### src/rtl/datapath_sequencer.sv
// Multi-cycle control sequencer: fetch/decode/execute/memory/writeback strobes for a simple datapath.
// Optional retired-instruction counter enabled by DATAPATH_SEQUENCER_RETIRED_EN.
module datapath_sequencer #(
  parameter int unsigned RETIRED_WIDTH = 32
) (
  input  logic                     clock,
  input  logic                     reset,
  input  logic                     start,
  input  logic                     memReady,
  input  logic [6:0]               opcode,
  input  logic                     zero,
  output logic                     pcWrite,
  output logic                     pcSrc,
  output logic                     irWrite,
  output logic                     regWrite,
  output logic                     memRead,
  output logic                     memWrite,
  output logic                     aluSrc,
  output logic                     memToReg,
  output logic                     halted,
  output logic                     illegal,
  output logic [1:0]               aluOp,
  output logic [2:0]               state,
  output logic [RETIRED_WIDTH-1:0] retired
);

  localparam logic [2:0] st_idle      = 3'd0;
  localparam logic [2:0] st_fetch     = 3'd1;
  localparam logic [2:0] st_decode    = 3'd2;
  localparam logic [2:0] st_execute   = 3'd3;
  localparam logic [2:0] st_memory    = 3'd4;
  localparam logic [2:0] st_writeback = 3'd5;
  localparam logic [2:0] st_halt      = 3'd6;

  localparam logic [6:0] op_r      = 7'b0110011;
  localparam logic [6:0] op_i      = 7'b0010011;
  localparam logic [6:0] op_load   = 7'b0000011;
  localparam logic [6:0] op_store  = 7'b0100011;
  localparam logic [6:0] op_branch = 7'b1100011;
  localparam logic [6:0] op_system = 7'b1110011;

  logic [2:0] state_q;
  logic [2:0] state_d;
  logic [6:0] op_q;
  logic       illegal_q;
  logic       set_illegal_c;

  // State, latched opcode and sticky illegal flag
  always_ff @(posedge clock) begin
    if (reset) begin
      state_q   <= st_idle;
      op_q      <= 7'd0;
      illegal_q <= 1'b0;
    end else begin
      state_q <= state_d;
      if (state_q == st_decode) begin
        op_q <= opcode;
      end
      if (set_illegal_c) begin
        illegal_q <= 1'b1;
      end
    end
  end

  // Next-state and Moore strobes (memReady/zero qualify FETCH, MEMORY, EXECUTE)
  always_comb begin
    state_d       = state_q;
    set_illegal_c = 1'b0;
    pcWrite       = 1'b0;
    pcSrc         = 1'b0;
    irWrite       = 1'b0;
    regWrite      = 1'b0;
    memRead       = 1'b0;
    memWrite      = 1'b0;
    aluSrc        = 1'b0;
    memToReg      = 1'b0;
    halted        = 1'b0;
    aluOp         = 2'b00;
    case (state_q)
      st_idle: begin
        if (start) begin
          state_d = st_fetch;
        end
      end
      st_fetch: begin
        memRead = 1'b1;
        if (memReady) begin
          irWrite = 1'b1;
          pcWrite = 1'b1;
          state_d = st_decode;
        end
      end
      st_decode: begin
        case (opcode)
          op_r, op_i, op_load, op_store, op_branch: state_d = st_execute;
          op_system: state_d = st_halt;
          default: begin
            state_d       = st_halt;
            set_illegal_c = 1'b1;
          end
        endcase
      end
      st_execute: begin
        case (op_q)
          op_r: begin
            aluOp   = 2'b10;
            state_d = st_writeback;
          end
          op_i: begin
            aluOp   = 2'b10;
            aluSrc  = 1'b1;
            state_d = st_writeback;
          end
          op_load, op_store: begin
            aluSrc  = 1'b1;
            state_d = st_memory;
          end
          op_branch: begin
            aluOp   = 2'b01;
            pcSrc   = 1'b1;
            pcWrite = zero;
            state_d = st_fetch;
          end
          default: state_d = st_idle;
        endcase
      end
      st_memory: begin
        if (op_q == op_load) begin
          memRead = 1'b1;
          if (memReady) begin
            state_d = st_writeback;
          end
        end else if (op_q == op_store) begin
          memWrite = 1'b1;
          if (memReady) begin
            state_d = st_fetch;
          end
        end else begin
          state_d = st_idle;
        end
      end
      st_writeback: begin
        regWrite = 1'b1;
        memToReg = (op_q == op_load);
        state_d  = st_fetch;
      end
      st_halt: begin
        halted = 1'b1;
      end
      default: state_d = st_idle;
    endcase
  end

  assign state   = state_q;
  assign illegal = illegal_q;

`ifdef DATAPATH_SEQUENCER_RETIRED_EN
  logic                     retire_c;
  logic [RETIRED_WIDTH-1:0] retired_q;

  // An instruction retires on its final transition back into FETCH
  assign retire_c = (state_q == st_writeback)
                  | ((state_q == st_memory) && (op_q == op_store) && memReady)
                  | ((state_q == st_execute) && (op_q == op_branch));

  always_ff @(posedge clock) begin
    if (reset) begin
      retired_q <= '0;
    end else if (retire_c) begin
      retired_q <= retired_q + RETIRED_WIDTH'(1);
    end
  end

  assign retired = retired_q;
`else
  assign retired = '0;
`endif

endmodule
### config.mk
export PLATFORM = sky130hd
export DESIGN_NAME = datapath_sequencer
export DESIGN_NICKNAME = d
export VERILOG_FILES = /design/src/rtl/datapath_sequencer.sv
export SDC_FILE = /design/constraint.sdc
export NUM_CORES = 1
export LEC_CHECK = 0
export ABC_AREA = 0
export CAP_MARGIN = 10
export CORE_MARGIN = 2
export CORE_UTILIZATION = 37
export DETAILED_ROUTE_END_ITERATION = 10
export HOLD_SLACK_MARGIN = 0.03
export PLACE_DENSITY = 0.79
export SYNTH_ARGS = -nofsm -noshare
export SYNTH_HDL_FRONTEND = slang
export SYNTH_SLANG_ARGS = --single-unit
### constraint.sdc
create_clock -name clock -period 1.9 [get_ports clock]
set_input_delay 0.285 -clock clock [delete_from_list [all_inputs] [get_ports clock]]
set_output_delay 0.285 -clock clock [all_outputs]
set_load 0.02 [all_outputs]
### Yosys cells after proc, flatten, opt, wreduce, memory -nomap -nowiden

Index checks and enable logic that the tools add are counted.
Widths: inputs -> output; s select.

| word-level totals | value |
|---|---|
| word-level logic and storage cells | 61 |
| bits in registers | 11 |

| cells by class | value |
|---|---|
| reduce and logical (&&, ||, !) cells | 7 |
| multiplexer cells | 29 |
| bitwise operators | 1 |
| eq/ne operators | 21 |

Operator list:

| operator | count |
|---|---|
| $eq 7x6->1 const B | 4 |
| $eq 7x7->1 const B | 3 |
| $mux 3 | 7 |
| $pmux 3 s7 | 1 |
| $mux 1 | 16 |
| $eq 7x2->1 const B | 2 |
| $eq 7x5->1 const B | 2 |
| $eq 3x3->1 const B | 3 |
| $pmux 3 s3 | 1 |
| $eq 3x2->1 const B | 2 |
| $ne 3x3->1 const B | 2 |
| $reduce_or 6->1 | 1 |
| $reduce_and 5->1 | 1 |
| $reduce_or 5->1 | 1 |
| $ne 2x2->1 const B | 2 |
| $pmux 1 s2 | 2 |
| $pmux 2 s2 | 1 |
| $reduce_or 2->1 | 2 |
| $eq 3x1->1 const B | 1 |
| $logic_not 3->1 | 1 |
| $reduce_or 3->1 | 1 |
| $mux 2 | 1 |
| $not 1->1 | 1 |

### Depth between registers and ports, before layout

Gate-level depths: netlist of run 1.

| depth | value |
|---|---|
| word-level depth | 4 |
| gate-level depth with buffers | 5 |

### Worst setup path before layout of run 1

OpenSTA, ideal clock, no wires.

| timing | value |
|---|---|
| kind | flip-flop to output port |
| from | register state_q[2] (netlist: state[2]) |
| to | output port pcWrite |
| arrival time | 1.567 ns |
| path buffers | 1 |
| data required time | 1.615 ns |
| cell stages (with the launch flop) | 6 |
| path slack | 0.048 ns |
| path through | dfxtp_1 buf_6 nor2b_1 nand3_1 nor2_1 a31o_1 |

| between the ends | value |
|---|---|
| word-level cells in the longest chain between the ends | 2 |

Ends and longest elaborated chain:

| what | RTL line | RTL |
|---|---|---|
| start: declaration | 42 | `logic [2:0] state_q;` |
| start signal: assignment | 51 | `state_q <= st_idle;` |
| start signal: assignment | 55 | `state_q <= state_d;` |
| $eq 3x2->1 / $eq 3x1->1 (equally long branches) | 79 | `case (state_q)` |
| $pmux 1 s2 * | 79 |  |
| end: declaration | 12 | `output logic pcWrite,` |

Every way passes the cells marked *; elsewhere a longest branch is shown, timed or not.

### Final worst setup path of run 1

| timing | value |
|---|---|
| from | register op_q[2] |
| to | output port memRead |

| between the ends | value |
|---|---|
| word-level cells in the longest chain between the ends | 3 |

Ends and longest elaborated chain:

| what | RTL line | RTL |
|---|---|---|
| start: declaration | 44 | `logic [6:0] op_q;` |
| start signal: assignment | 57 | `op_q <= opcode;` |
| $eq 7x2->1 | 128 | `if (op_q == op_load) begin` |
| $mux 1 | 128 |  |
| $pmux 1 s2 | 79 |  |
| end: declaration | 16 | `output logic memRead,` |

Every way passes these cells.

==> impl_metrics.tcl, run 1 <==
set metrics [dict create \
    critPathCaptureType "output pin" \
    cts_sinks 11 \
    cts_setup_buffers 0 \
    netlist_area_um2 965 \
    antenna_found_initial 0 \
    worstReg2RegStart "op_q[2]" \
    ant_nets 0 \
    crit_family "simple AND/OR/NAND/NOR gates" \
    ctsLongestPathBuffers 2 \
    clk_pin_slew_ns 0.07 \
    worst-path-max-fanout 5 \
    fmax_mhz 528 \
    start_util 0.389 \
    cp-start-kind "flip-flop" \
    min_period_over_period 0.997 \
    layoutNonFillerInstCount 183 \
    rsz0062_at_grt "yes" \
    rows 18 \
    timing.rr.end "state[2]" \
    nNetsFinal 166 \
    status "completed" \
    synthFlopType "dfxtp_1" \
    vias_per_cell 4.45 \
    grt_pass1_wl_um 2980 \
    fillers 256 \
    ys_types 37 \
    overflow 0 \
    postPlaceCellArea_um2 1200 \
    layout-drive-gt1-share 0.235 \
    maxCapViolCount 0 \
    cts.htree.levels 1 \
    critical_path_class "reg2out" \
    num_antenna_cells 0 \
    slowest_delay_ns 0.38 \
    fin_crit_ns 1.90 \
    ys_async_sr_fraction 0 \
    grt_pass1_vias 725 \
    r2r_slack_ns 0.35 \
    slew_viol_final 0 \
    cts-buffers-inserted 3 \
    cp_cell_sequence "and4bb_4 -> nand4_4 -> or3_4 -> nand2_2 -> buf_6" \
    cp.depth 5 \
    synth_warnings 0 \
    port_buffers 26 \
    io_pins 59 \
    firstDrtPassIters 4 \
    area_growth_pct 26.6 \
    drtIter0Drc 14 \
    crit_end "memRead" \
    root_buffer "clkbuf_4" \
    power_density_nw_per_um2 920 \
    final_cell_area_um2 1220 \
    hold_viol 0 \
    wirelength_um 1990 \
    avgSynthCellArea_um2 8.25 \
    place_congestion 0.861 \
    wl_per_cell_um 10.9 \
    yosys_register_bits 11 \
    grt_max_degree 14 \
    die_y_um 55.1 \
    hp-class "reg2reg" \
    dp_cells 179 \
    crit_buf_inv 1 \
    cp-startpoint "op_q[2]" \
    setup_violations 0 \
    p_leak_nw 0.539 \
    clk_latency_ns 0.27 \
    seq_area_frac_synth 0.228 \
    dr_total_vias 814 \
    crit_slowest_cell "and4bb_4" \
    rr_worst_depth 5 \
    skew_ns 0.00647 \
    route.detailed.drc 0 \
    core_area_um2 2480 \
    synth_edf_count 0 \
    hold_ws_ns 0.500 \
    die_x_um 55.1 \
    dp_hpwl_um 1620 \
    cts_tree "built" \
    critPathArrivalTime_ns 1.61 \
    grt_usage 0.136 \
    peakVddDrop_mv 0.550 \
    die_area_um2 3030 \
    final_util 0.493 \
    fin_setup_tns_ns 0 \
    syn_inst 117 \
    cp.required_ns 1.62 \
]
[power breakdown]
part	internal (mW)	leakage [nW]	switching, mW	total (mW)
registers	0.272	0.0899	0.0351	0.307
logic	0.288	0.434	0.365	0.652
clock network	0.0814	0.0150	0.0830	0.164
total	0.641	0.539	0.483	1.12
[tightest hold or removal path: cells and delay by family (launching register included)]
family / cells / cell delay (ns)
flip-flops: 1 / 0.33
multiplexers: 1 / 0.07
AND/OR/NAND/NOR: 1 / 0.07
[worst min path at each step]
| stage | start | endpoint | slack (ns) | depth (start not counted) |
|---|---|---|---|---|
| floorplan | reset | state[2] | 0.35 | 1 |
| global placement | op_q[3] | op_q[3] | 0.47 | 2 |
| detailed placement | op_q[3] | op_q[3] | 0.48 | 2 |
| CTS | op_q[3] | op_q[3] | 0.50 | 2 |
| global route | op_q[3] | op_q[3] | 0.52 | 2 |
| finish | op_q[3] | op_q[3] | 0.50 | 2 |
[per-layer routing]
layer,track usage,part of all wire,vias up
li1,-,-,404
met1,0.138,0.39,367
met2,0.264,0.50,36
met3,0.0269,0.080,7
met4,0.0610,0.021,0
met5,0,0,-
[layout by cell type (no fill, tap or decap), types with 2 or more instances in the layout]
| cell | Yosys | routed |
|---|---|---|
| clkdlybuf4s50_1 | 0 | 15 |
| clkdlybuf4s15_2 | 0 | 2 |
| nand3b_1 | 2 | 2 |
| clkbuf_4 | 0 | 3 |
| dfxtp_1 | 11 | 10 |
| nand2b_1 | 2 | 2 |
| nand3_1 | 3 | 2 |
| buf_2 | 2 | 3 |
| nand2_1 | 4 | 3 |
| nor2_2 | 1 | 2 |
| nor3_1 | 4 | 4 |
| conb_1 | 1 | 32 |
| a211oi_1 | 2 | 2 |
| dlygate4sd2_1 | 0 | 3 |
| nor2_4 | 2 | 2 |
| inv_1 | 6 | 6 |
| buf_4 | 34 | 14 |
| mux2i_1 | 7 | 7 |
| nor2_1 | 10 | 9 |
| a21oi_1 | 4 | 4 |
[state kept, by name (all words and copies together), names as in the netlist]
register / flops
illegal: 1
state: 3
op_q: 7
[area by class of cell]
type | instances | area, um2 | area share
tap | 30 | 37.5 | 0.0307
sequential | 11 | 221 | 0.181
inverter | 6 | 22.5 | 0.0184
clock buffer | 4 | 26.3 | 0.0215
timing repair buffer | 39 | 340 | 0.279
multi-input combinational | 93 | 573 | 0.469
[per-stage QoR]
step / total power, mW / worst slack [ns]
2_1_floorplan: 0.774 / 0.0484
3_3_place_gp: 0.945 / -0.138
3_5_place_dp: 0.964 / -0.153
4_1_cts: 1.11 / -0.0173
5_1_grt: 1.20 / -0.0645
6_report: 1.12 / 0.00488
[cells in the mapped netlist (all sizes together), types with 2 or more instances]
master,n,share of area
nand3b,2,0.016
mux2i,7,0.073
nor2,13,0.069
and3,2,0.014
inv,6,0.023
nand2b,2,0.013
dfxtp,11,0.23
a21oi,4,0.021
nand2,4,0.016
nor3,4,0.021
buf,37,0.29
nand3,3,0.016
nor3b,2,0.016
a211oi,2,0.016
[what timing repair did]
action                                  CTS  global route
endpoints found under the setup margin   11             4
hold buffers                              0             0
resized for setup                        36             6
pin swaps                                 0             2
[kinds of logic after synthesis]
kind of cell	after synthesis	synth area share
mux	7	0.0726
compound gates	15	0.118
flops	11	0.228
buf+inv	44	0.314
simple gates	39	0.263
other cells	1	0.00389
Note: power is estimated with default switching activity, not from simulation.
==> run 2: changes to the inputs <==
--- a/config.mk
+++ b/config.mk
@@ -10,7 +10,7 @@
 export CORE_MARGIN = 2
 export CORE_UTILIZATION = 37
 export DETAILED_ROUTE_END_ITERATION = 10
-export HOLD_SLACK_MARGIN = 0.03
+export HOLD_SLACK_MARGIN = 0.1
 export PLACE_DENSITY = 0.79
 export SYNTH_ARGS = -nofsm -noshare
 export SYNTH_HDL_FRONTEND = slang
==> results of run 2 <==
The final DEF is identical to that of run 1; final timing and power are the same.
